### src/rtl/mem_port_arbiter_pkg.sv
// Shared definitions for the memory port arbiter: FSM state encodings,
// load/store size codes and the size-to-byte-count helper.
package mem_port_arbiter_pkg;

    typedef enum logic [1:0] {
        IDLE  = 2'd0,
        IF_RD = 2'd1,
        LS_RD = 2'd2,
        LS_WR = 2'd3
    } state_t;

    localparam logic [1:0] SIZE_B = 2'd0;
    localparam logic [1:0] SIZE_H = 2'd1;
    localparam logic [1:0] SIZE_W = 2'd2;

    // Number of byte transfers for a load/store size code; code 3 acts as a word.
    function automatic logic [2:0] size_to_n(input logic [1:0] size);
        case (size)
            SIZE_B:  return 3'd1;
            SIZE_H:  return 3'd2;
            SIZE_W:  return 3'd4;
            default: return 3'd4;
        endcase
    endfunction

endpackage

### src/rtl/mem_byte_assembler.sv
// Byte-lane datapath for the memory port arbiter: collects read bytes into a
// little-endian word and picks the store byte for the current byte index.
module mem_byte_assembler #(
    parameter int LEN = 32
) (
    input  logic           clk,
    input  logic           i_rst_n,
    input  logic           i_clr,
    input  logic           i_cap,
    input  logic [7:0]     i_din,
    input  logic [2:0]     i_n,
    input  logic [2:0]     i_k,
    input  logic [LEN-1:0] i_wdata,
    output logic [LEN-1:0] o_word,
    output logic [7:0]     o_wbyte
);

    logic [LEN-1:0] r_shift;
    logic [LEN-1:0] w_next;

    // Newest byte enters at the top so byte 0 ends up lowest after N shifts.
    always_comb begin
        w_next = i_cap ? {i_din, r_shift[LEN-1:8]} : r_shift;
    end

    // Right-align the collected bytes; upper lanes fill with zeros.
    always_comb begin
        case (i_n)
            3'd1:    o_word = w_next >> (LEN - 8);
            3'd2:    o_word = w_next >> (LEN - 16);
            default: o_word = w_next;
        endcase
    end

    // Store byte for the current index.
    always_comb begin
        case (i_k)
            3'd0:    o_wbyte = i_wdata[7:0];
            3'd1:    o_wbyte = i_wdata[15:8];
            3'd2:    o_wbyte = i_wdata[23:16];
            3'd3:    o_wbyte = i_wdata[31:24];
            default: o_wbyte = 8'd0;
        endcase
    end

    // Shift register: cleared on a new transfer, shifts on each captured byte.
    always_ff @(posedge clk) begin
        if (!i_rst_n) begin
            r_shift <= '0;
        end else if (i_clr) begin
            r_shift <= '0;
        end else if (i_cap) begin
            r_shift <= w_next;
        end
    end

endmodule

### src/rtl/mem_port_arbiter.sv
// Arbiter sharing the byte-wide RAM port between instruction fetch and the
// load/store unit. Multi-byte accesses run as consecutive byte transfers.
// Optional build macro MEM_PORT_ARBITER_RR_EN selects round-robin arbitration
// instead of fixed load/store priority.
module mem_port_arbiter
    import mem_port_arbiter_pkg::*;
#(
    parameter int LEN        = 32,
    parameter int ADDR_WIDTH = 17
) (
    input  logic                  clk,
    input  logic                  rst,
    input  logic                  rdy_in,
    input  logic                  if_req,
    input  logic [LEN-1:0]        if_addr,
    output logic                  if_done,
    output logic [LEN-1:0]        if_inst,
    input  logic                  ls_req,
    input  logic                  ls_we,
    input  logic [1:0]            ls_size,
    input  logic [LEN-1:0]        ls_addr,
    input  logic [LEN-1:0]        ls_wdata,
    output logic                  ls_done,
    output logic [LEN-1:0]        ls_rdata,
    input  logic [7:0]            mem_din,
    output logic [7:0]            mem_dout,
    output logic [ADDR_WIDTH-1:0] mem_a,
    output logic                  mem_wr,
    output logic                  busy
);

    state_t                r_state;
    logic [ADDR_WIDTH-1:0] r_base;
    logic [2:0]            r_n;
    logic [2:0]            r_k;
    logic                  r_pend;
    logic [LEN-1:0]        r_wdata;
    logic                  r_if_done;
    logic                  r_ls_done;
    logic [LEN-1:0]        r_if_inst;
    logic [LEN-1:0]        r_ls_rdata;

    logic                  w_if_elig;
    logic                  w_ls_elig;
    logic                  w_grant_ls;
    logic                  w_accept;
    logic [LEN-1:0]        w_word;
    logic [7:0]            w_wbyte;
    logic                  w_unused;

    assign w_if_elig = if_req && !r_if_done;
    assign w_ls_elig = ls_req && !r_ls_done;
    assign w_accept  = rdy_in && (r_state == IDLE) && (w_if_elig || w_ls_elig);
    assign w_unused  = &{1'b0, if_addr[LEN-1:ADDR_WIDTH], ls_addr[LEN-1:ADDR_WIDTH]};

`ifdef MEM_PORT_ARBITER_RR_EN
    logic r_last_ls;

    // On a conflict the requester not granted last time wins.
    assign w_grant_ls = w_ls_elig && (!w_if_elig || !r_last_ls);

    // Remember who was granted at each acceptance; starts as IF so LS wins first.
    always_ff @(posedge clk) begin
        if (!rst) begin
            r_last_ls <= 1'b0;
        end else if (w_accept) begin
            r_last_ls <= w_grant_ls;
        end
    end
`else
    // Fixed priority: load/store wins any conflict.
    assign w_grant_ls = w_ls_elig;
`endif

    mem_byte_assembler #(.LEN(LEN)) u_asm (
        .clk     (clk),
        .i_rst_n (rst),
        .i_clr   (w_accept),
        .i_cap   (r_pend),
        .i_din   (mem_din),
        .i_n     (r_n),
        .i_k     (r_k),
        .i_wdata (r_wdata),
        .o_word  (w_word),
        .o_wbyte (w_wbyte)
    );

    assign mem_a    = (r_state == IDLE) ? '0 : r_base + ADDR_WIDTH'(r_k);
    assign mem_wr   = (r_state == LS_WR) && rdy_in;
    assign mem_dout = (r_state == LS_WR) ? w_wbyte : 8'd0;
    assign busy     = (r_state != IDLE);
    assign if_done  = r_if_done;
    assign ls_done  = r_ls_done;
    assign if_inst  = r_if_inst;
    assign ls_rdata = r_ls_rdata;

    // Transfer FSM: arbitration, byte counter and registered done/data outputs.
    // r_pend marks a read byte in flight; it is captured even on a paused edge
    // so the RAM's one-cycle output is never lost, but only addresses issued on
    // a ready edge advance the counter.
    always_ff @(posedge clk) begin
        if (!rst) begin
            r_state    <= IDLE;
            r_base     <= '0;
            r_n        <= '0;
            r_k        <= '0;
            r_pend     <= 1'b0;
            r_wdata    <= '0;
            r_if_done  <= 1'b0;
            r_ls_done  <= 1'b0;
            r_if_inst  <= '0;
            r_ls_rdata <= '0;
        end else begin
            r_pend <= 1'b0;
            if (rdy_in) begin
                case (r_state)
                    IDLE: begin
                        r_if_done <= 1'b0;
                        r_ls_done <= 1'b0;
                        if (w_accept) begin
                            r_k <= 3'd0;
                            if (w_grant_ls) begin
                                r_base  <= ls_addr[ADDR_WIDTH-1:0];
                                r_n     <= size_to_n(ls_size);
                                r_wdata <= ls_wdata;
                                r_state <= ls_we ? LS_WR : LS_RD;
                            end else begin
                                r_base  <= if_addr[ADDR_WIDTH-1:0];
                                r_n     <= 3'd4;
                                r_state <= IF_RD;
                            end
                        end
                    end
                    IF_RD, LS_RD: begin
                        if (r_k < r_n) begin
                            r_k    <= r_k + 3'd1;
                            r_pend <= 1'b1;
                        end else begin
                            r_state <= IDLE;
                            if (r_state == IF_RD) begin
                                r_if_done <= 1'b1;
                                r_if_inst <= w_word;
                            end else begin
                                r_ls_done  <= 1'b1;
                                r_ls_rdata <= w_word;
                            end
                        end
                    end
                    LS_WR: begin
                        r_k <= r_k + 3'd1;
                        if ((r_k + 3'd1) == r_n) begin
                            r_state   <= IDLE;
                            r_ls_done <= 1'b1;
                        end
                    end
                    default: r_state <= IDLE;
                endcase
            end
        end
    end

endmodule

### config.mk
export PLATFORM = sky130hd
export DESIGN_NAME = mem_port_arbiter
export DESIGN_NICKNAME = d
export VERILOG_FILES = /design/src/rtl/mem_port_arbiter_pkg.sv /design/src/rtl/mem_byte_assembler.sv /design/src/rtl/mem_port_arbiter.sv
export SDC_FILE = /design/constraint.sdc
export NUM_CORES = 1
export LEC_CHECK = 0
export CORE_UTILIZATION = 48
export CTS_CLUSTER_DIAMETER = 150
export DETAILED_ROUTE_END_ITERATION = 8
export PLACE_DENSITY = 0.81
export SLEW_MARGIN = 20
export SYNTH_ARGS = -nofsm -noshare
export SYNTH_HDL_FRONTEND = slang
export SYNTH_SLANG_ARGS = --single-unit
### constraint.sdc
create_clock -name clk -period 2.8 [get_ports clk]
set_input_delay 0.56 -clock clk [delete_from_list [all_inputs] [get_ports clk]]
set_output_delay 0.56 -clock clk [all_outputs]
set_load 0.02 [all_outputs]
---- Yosys cells after proc, flatten, opt, wreduce, memory -nomap -nowiden ----
Index checks and enable logic that the tools add are counted.
operators by class
  $lt $le $gt $ge ......................... 1
  mux-type cells .......................... 25
  bitwise operators ....................... 3
  add/subtract/negate cells ............... 2
  eq/ne operators ......................... 16
  reduce and logical (&&, ||, !) cells .... 24
operators with widths
  operator                                                number
  one-hot mux 32 bit (2 select lines)                     1
  2-to-1 mux 17 bit                                       2
  2-to-1 mux 32 bit                                       1
  one-hot mux 8 bit (4 select lines)                      1
  AND reduction 4 bit                                     6
  adder 17 x 3 -> 17 bit                                  1
  == test 3 x 2 -> 1 bit (second input constant)          3
  2-to-1 mux 3 bit                                        3
  one-hot mux 3 bit (3 select lines)                      1
  AND reduction 3 bit                                     3
  2-to-1 mux 2 bit                                        4
  2-to-1 mux 8 bit                                        1
  inequality test 2 bit (second input constant)           4
  2-to-1 mux 1 bit                                        7
  == test 3 x 1 -> 1 bit (second input constant)          2
  one-hot mux 2 bit (3 select lines)                      1
  one-hot mux 3 bit (2 select lines)                      1
  logical AND 1 bit                                       5
  == test 2 x 1 -> 1 bit (second input constant)          2
  == test 2 bit (second input constant)                   2
  zero test 2 bit                                         2
  inequality test 2 x 1 -> 1 bit (second input constant)  2
  nonzero test 2 bit                                      2
  OR reduction 2 bit                                      2
  9 further kinds                                         12
storage, ports and cells
  bits of input ports ..................... 112
  bits in registers ....................... 156
  word-level logic and storage cells ...... 82

---- Depth between registers and ports, before layout ----
Gate-level depths: netlist of the first run.
  depth in word-level cells ............... 6
  depth in mapped cells ................... 8
  mapped depth without buffers ............ 7

---- Hierarchy ----
From an unflattened synthesis of the first run, not the netlist that was laid out.
second synthesis, totals
  cells, all modules ...................... 869
  area total of the unflattened synthesis .. 7131.8 um2
by module, submodules not included
  module              area each (um2)  cells an instance  times used  sequential area each (um2)
  mem_port_arbiter    5330.1           677                1           2482.4
  mem_byte_assembler  1801.7           192                1           640.6

---- Least setup slack after synthesis of the first run ----
No wires, ideal clock.
  path kind ............................... register to output
  start ................................... reg r_k[0]
  end ..................................... out mem_a[16]
  stages on the path, launching flop included .. 8
  slack ................................... 0.073 ns
  required time ........................... 2.240 ns
  path buffers ............................ 0
  data arrival time ....................... 2.167 ns
  cells stage by stage .................... dfxtp_1 -> ha_1 -> inv_1 -> fa_1 -> nor2b_1 -> o2111ai_2 -> or3_1 -> a21oi_1
between the ends
  cells in the longest elaborated chain, start to end .. 2
ends and longest elaborated chain
  item                      RTL line                 text
  start: declaration        mem_port_arbiter.sv:35   logic [2:0] r_k;
  start signal: assignment  mem_port_arbiter.sv:136  r_k <= r_k + 3'd1;
  start signal: assignment  mem_port_arbiter.sv:150  r_k <= r_k + 3'd1;
  adder 17 x 3 -> 17 bit    mem_port_arbiter.sv:88   assign mem_a = (r_state == IDLE) ? '0 : r_base + ADDR_WIDTH'(r_k);
  2-to-1 mux 17 bit         mem_port_arbiter.sv:88
  end: declaration          mem_port_arbiter.sv:27   output logic [ADDR_WIDTH-1:0] mem_a,
Every way passes these cells.

---- Worst setup path after layout of the first run ----
  start ................................... reg r_base[0]
  end ..................................... out mem_a[14]
between the ends
  cells in the longest elaborated chain, start to end .. 2
ends and longest elaborated chain
  item                      RTL line                 text
  start: declaration        mem_port_arbiter.sv:33   logic [ADDR_WIDTH-1:0] r_base;
  start signal: assignment  mem_port_arbiter.sv:123  r_base <= ls_addr[ADDR_WIDTH-1:0];
  start signal: assignment  mem_port_arbiter.sv:128  r_base <= if_addr[ADDR_WIDTH-1:0];
  adder 17 x 3 -> 17 bit    mem_port_arbiter.sv:88
  2-to-1 mux 17 bit         mem_port_arbiter.sv:88
Every way passes these cells.

==> results of run 1 <==
[state kept, by name, summed over array words and instances, names as in the netlist]
signal and cells:
r_n 3, u_asm.r_shift 32, r_state 2, r_base 17, if_done 1, ls_done 1
r_wdata 32, if_inst 32, r_pend 1, ls_rdata 32, r_k 3
[power groups by stage]
stage / Clock [mW] / Combinational [mW] / Sequential (mW)
finish: 2.51 / 1.07 / 2.45
global route: 2.64 / 1.17 / 2.46
global placement: 0 / 1.03 / 2.49
CTS: 2.53 / 1.05 / 2.44
detailed placement: 0 / 1.04 / 2.49
floorplan: 0 / 0.553 / 2.54
[layout make-up]
type                    count  area, um2  area share [%]
inverters                  13       52.6           0.538
clock inverters            14        208            2.13
well taps                 180        225            2.31
repair buffers            211       2010            20.6
multi-input cells         601       3700            37.9
flip-flops and latches    156       3130            32.0
clock buffers              18        439            4.50
[layout by cell type (no fill, tap or decap), drive strengths merged, types with 17 or more instances in the layout]
cell and count:
a211oi 18, nor2 64, a21oi 100, nor2b 34
nand2 151, nand3 36, a311oi 19, dfxtp 156
clkbuf 27, mux2 30, buf 49, o21ai 26
inv 17, clkdlybuf4s50 150
[cells by family after synthesis]
group	count (synthesis)	share of synthesized area [%]
flops	156	44.5
fa+ha+maj	16	2.96
xor+xnor	9	1.12
simple gates	315	20.4
compound gates	226	20.7
mux	35	5.53
buf+inv	74	4.80
[per-stage QoR]
stage	cells	TNS (ps)	total power, mW
after global routing	1193	-325	6.27
after floorplan	831	0	3.09
after CTS	1191	-12.6	6.02
after detailed placement	1157	-705	3.53
after global placement	1157	-451	3.51
final	1193	-40.5	6.03
[per-layer routing]
metal / vias to the layer above / share of wire [%] / global-route usage (%)
met1: 3106 / 41 / 31.7
met3: 23 / 6.4 / 4.70
met2: 253 / 51 / 44.8
met5: - / 0 / 0
met4: 0 / 1.7 / 10.1
li1: 3274 / - / -
[worst min path at each step]
stage                 startpoint      endpoint  slack (ps)  depth (start not counted)
CTS                 ls_rdata[31]  ls_rdata[31]         450                          2
detailed placement  ls_rdata[31]  ls_rdata[31]         450                          2
finish              ls_rdata[31]  ls_rdata[31]         450                          2
global route        ls_rdata[31]  ls_rdata[31]         470                          2
global placement    ls_rdata[19]  ls_rdata[19]         440                          2
floorplan            r_wdata[10]   r_wdata[10]         440                          2
[critical path, stage by stage, from the launching register on]
cell and delay [ps]:
dfxtp_2 360, ha_4 150, inv_2 40, fa_2 360, nor2b_4 170, o2111ai_4 140, or3_4 370, a21oi_4 130
buf_6 130
[repair_timing]
action	in CTS	in global routing
cloned	0	1
pin swaps	4	9
buffers inserted	2	1
endpoints found under the setup margin	23	23
gates resized for setup	75	53
==> results by group, run 1 <==
Run status
  – Status: finished with violations
  – Failing checks: negative setup slack

Synthesis
  – Syn avg cell area: 8.44 um2
  – Synth area leader: dfxtp_1
  – Flops & latches, synth: around 160
  – Sequential fraction of the synthesis area: 44.5%
  – Yosys warnings: 0
  – Top cell type's share of synthesized area: roughly 45%
  – Most area-consuming cells after synthesis: dfxtp_1 45%, nand2_1 8.0%, a21oi_1 7.1%
  – FFs w/ async S/R, synth: 0%
  – Most used DFF post-synth: dfxtp_1
  – EDFF count, synth: 0
  – Synth cell types: 57
  – Top-count cell post-synth: dfxtp_1
  – Syn_nets: 959
  – Mapped cell area: 0.00702 mm2
  – Cell count after synthesis: 831
  – Top cells by count, synth: 156 x dfxtp_1, 150 x nand2_1, 99 x a21oi_1, 64 x nor2_1

Critical path
  – CP startpoint: r_base[0]
  – WP data required: 2240 ps
  – FF-to-FF End: ls_rdata[10]
  – CP arrival: 2270 ps
  – Reg2reg start: r_k[0]
  – Worst Reg-to-Reg Cells: 9
  – Worst setup EP type: output port
  – Max FO, Critical Path: 4
  – CP Capture Point: mem_a[14]
  – Flop2flop setup slack: about 500 ps
  – Type of the worst setup path: flop to output port
  – Crit start category: flop

Cells and area
  – Area Growth Syn to Fin: 39.2%
  – N_diodes: 0
  – Layout cells sized above 1: approximately 16%
  – Cell area after layout: just under 0.01 mm2
  – Core Util, Final: between 60% and 70%
  – Net count, final: 1,128
  – Fill cell count: 1,127

STA
  – Final Hold Vio Count: 0
  – RSZ-0062 raised after global routing: true
  – Hold_ws: 454 ps
  – Post-Route Skew: 8.63 ps
  – Final min period: 2830 ps
  – Fmax achieved: about 350 MHz
  – Final Setup Violations: 2
  – Fin crit share: 101%
  – Max-slew headroom: a little under three fifths
  – Slew at the pin with the worst max-slew slack: 664 ps
  – Max Slew Vio Count: 0
  – Setup ws final: -27.2 ps

Floorplanning
  – Die area: 0.0151 mm2
  – Core Region: 0.0140 mm2
  – Number of top-level pins: 205
  – Die Y: 123 um
  – Rows: 43
  – Die width: 123 um
  – Initial core utilization: approximately 50%

CTS
  – Clock-pin slew on the worst setup and hold paths: approximately 60 ps
  – CTS Sinks: approximately 160
  – CTS Hold Buffers Added: 0
  – CTS tree: built
  – H-Tree Level Count: 4
  – Num CTS Buffers: 17
  – Clock Latency Late Sink: 420 ps
  – Clk root buf: clkbuf_16
  – Clk buf depth: 2

Route
  – DRT iter0 DRCs: 552
  – Wire per inst: 16.6 um
  – Vias per inst: about 5.6
  – Final ANT Viol Nets: 0
  – DR pass1 iterations: 8
  – DRC Markers: 0
  – Vias: ~6,700
  – Final WL: 19,800 um

Place
  – Setup slack at placement: -183 ps
  – Placed instance area: 0.00902 mm2
  – HPWL Detailed: 13,100 um
  – Port bufs: between 150 and 200
  – Routability-driven placement congestion ratio: 0.857

Global route
  – First-pass GRT wire length: 30,300 um
  – Initial antenna violation count: 0
  – Remaining global-route overflow: 0
  – GRT Overall Usage: 25.9%
  – Pin count of the biggest net entering global routing: just under 50
  – Vias in the first global route: 6,071

Power
  – PD cells: 617 mW/mm2
  – Combinational power share: between 15 and 20%
  – Lkg Pwr: 3.54 nW
  – Reg power frac: 40.6%
  – P_int: 4.35 mW
  – Switching share of power: 27.8%
  – P_sw: between 1.5 and 2 mW
  – Peak VDD IR: ~400 uV
  – Clk pwr share: about two fifths

Hold path
  – Worst min path class: flop to flop

Run
  – Total of max-cap violations: 0
No activity file was read; power rests on OpenSTA's default activity.
==> run 2, diff against run 1 <==
GPL_ROUTABILITY_DRIVEN = 0   (was default)
==> results of run 2 <==
Same layout as run 1: the final DEF is identical, and so are final timing and power.
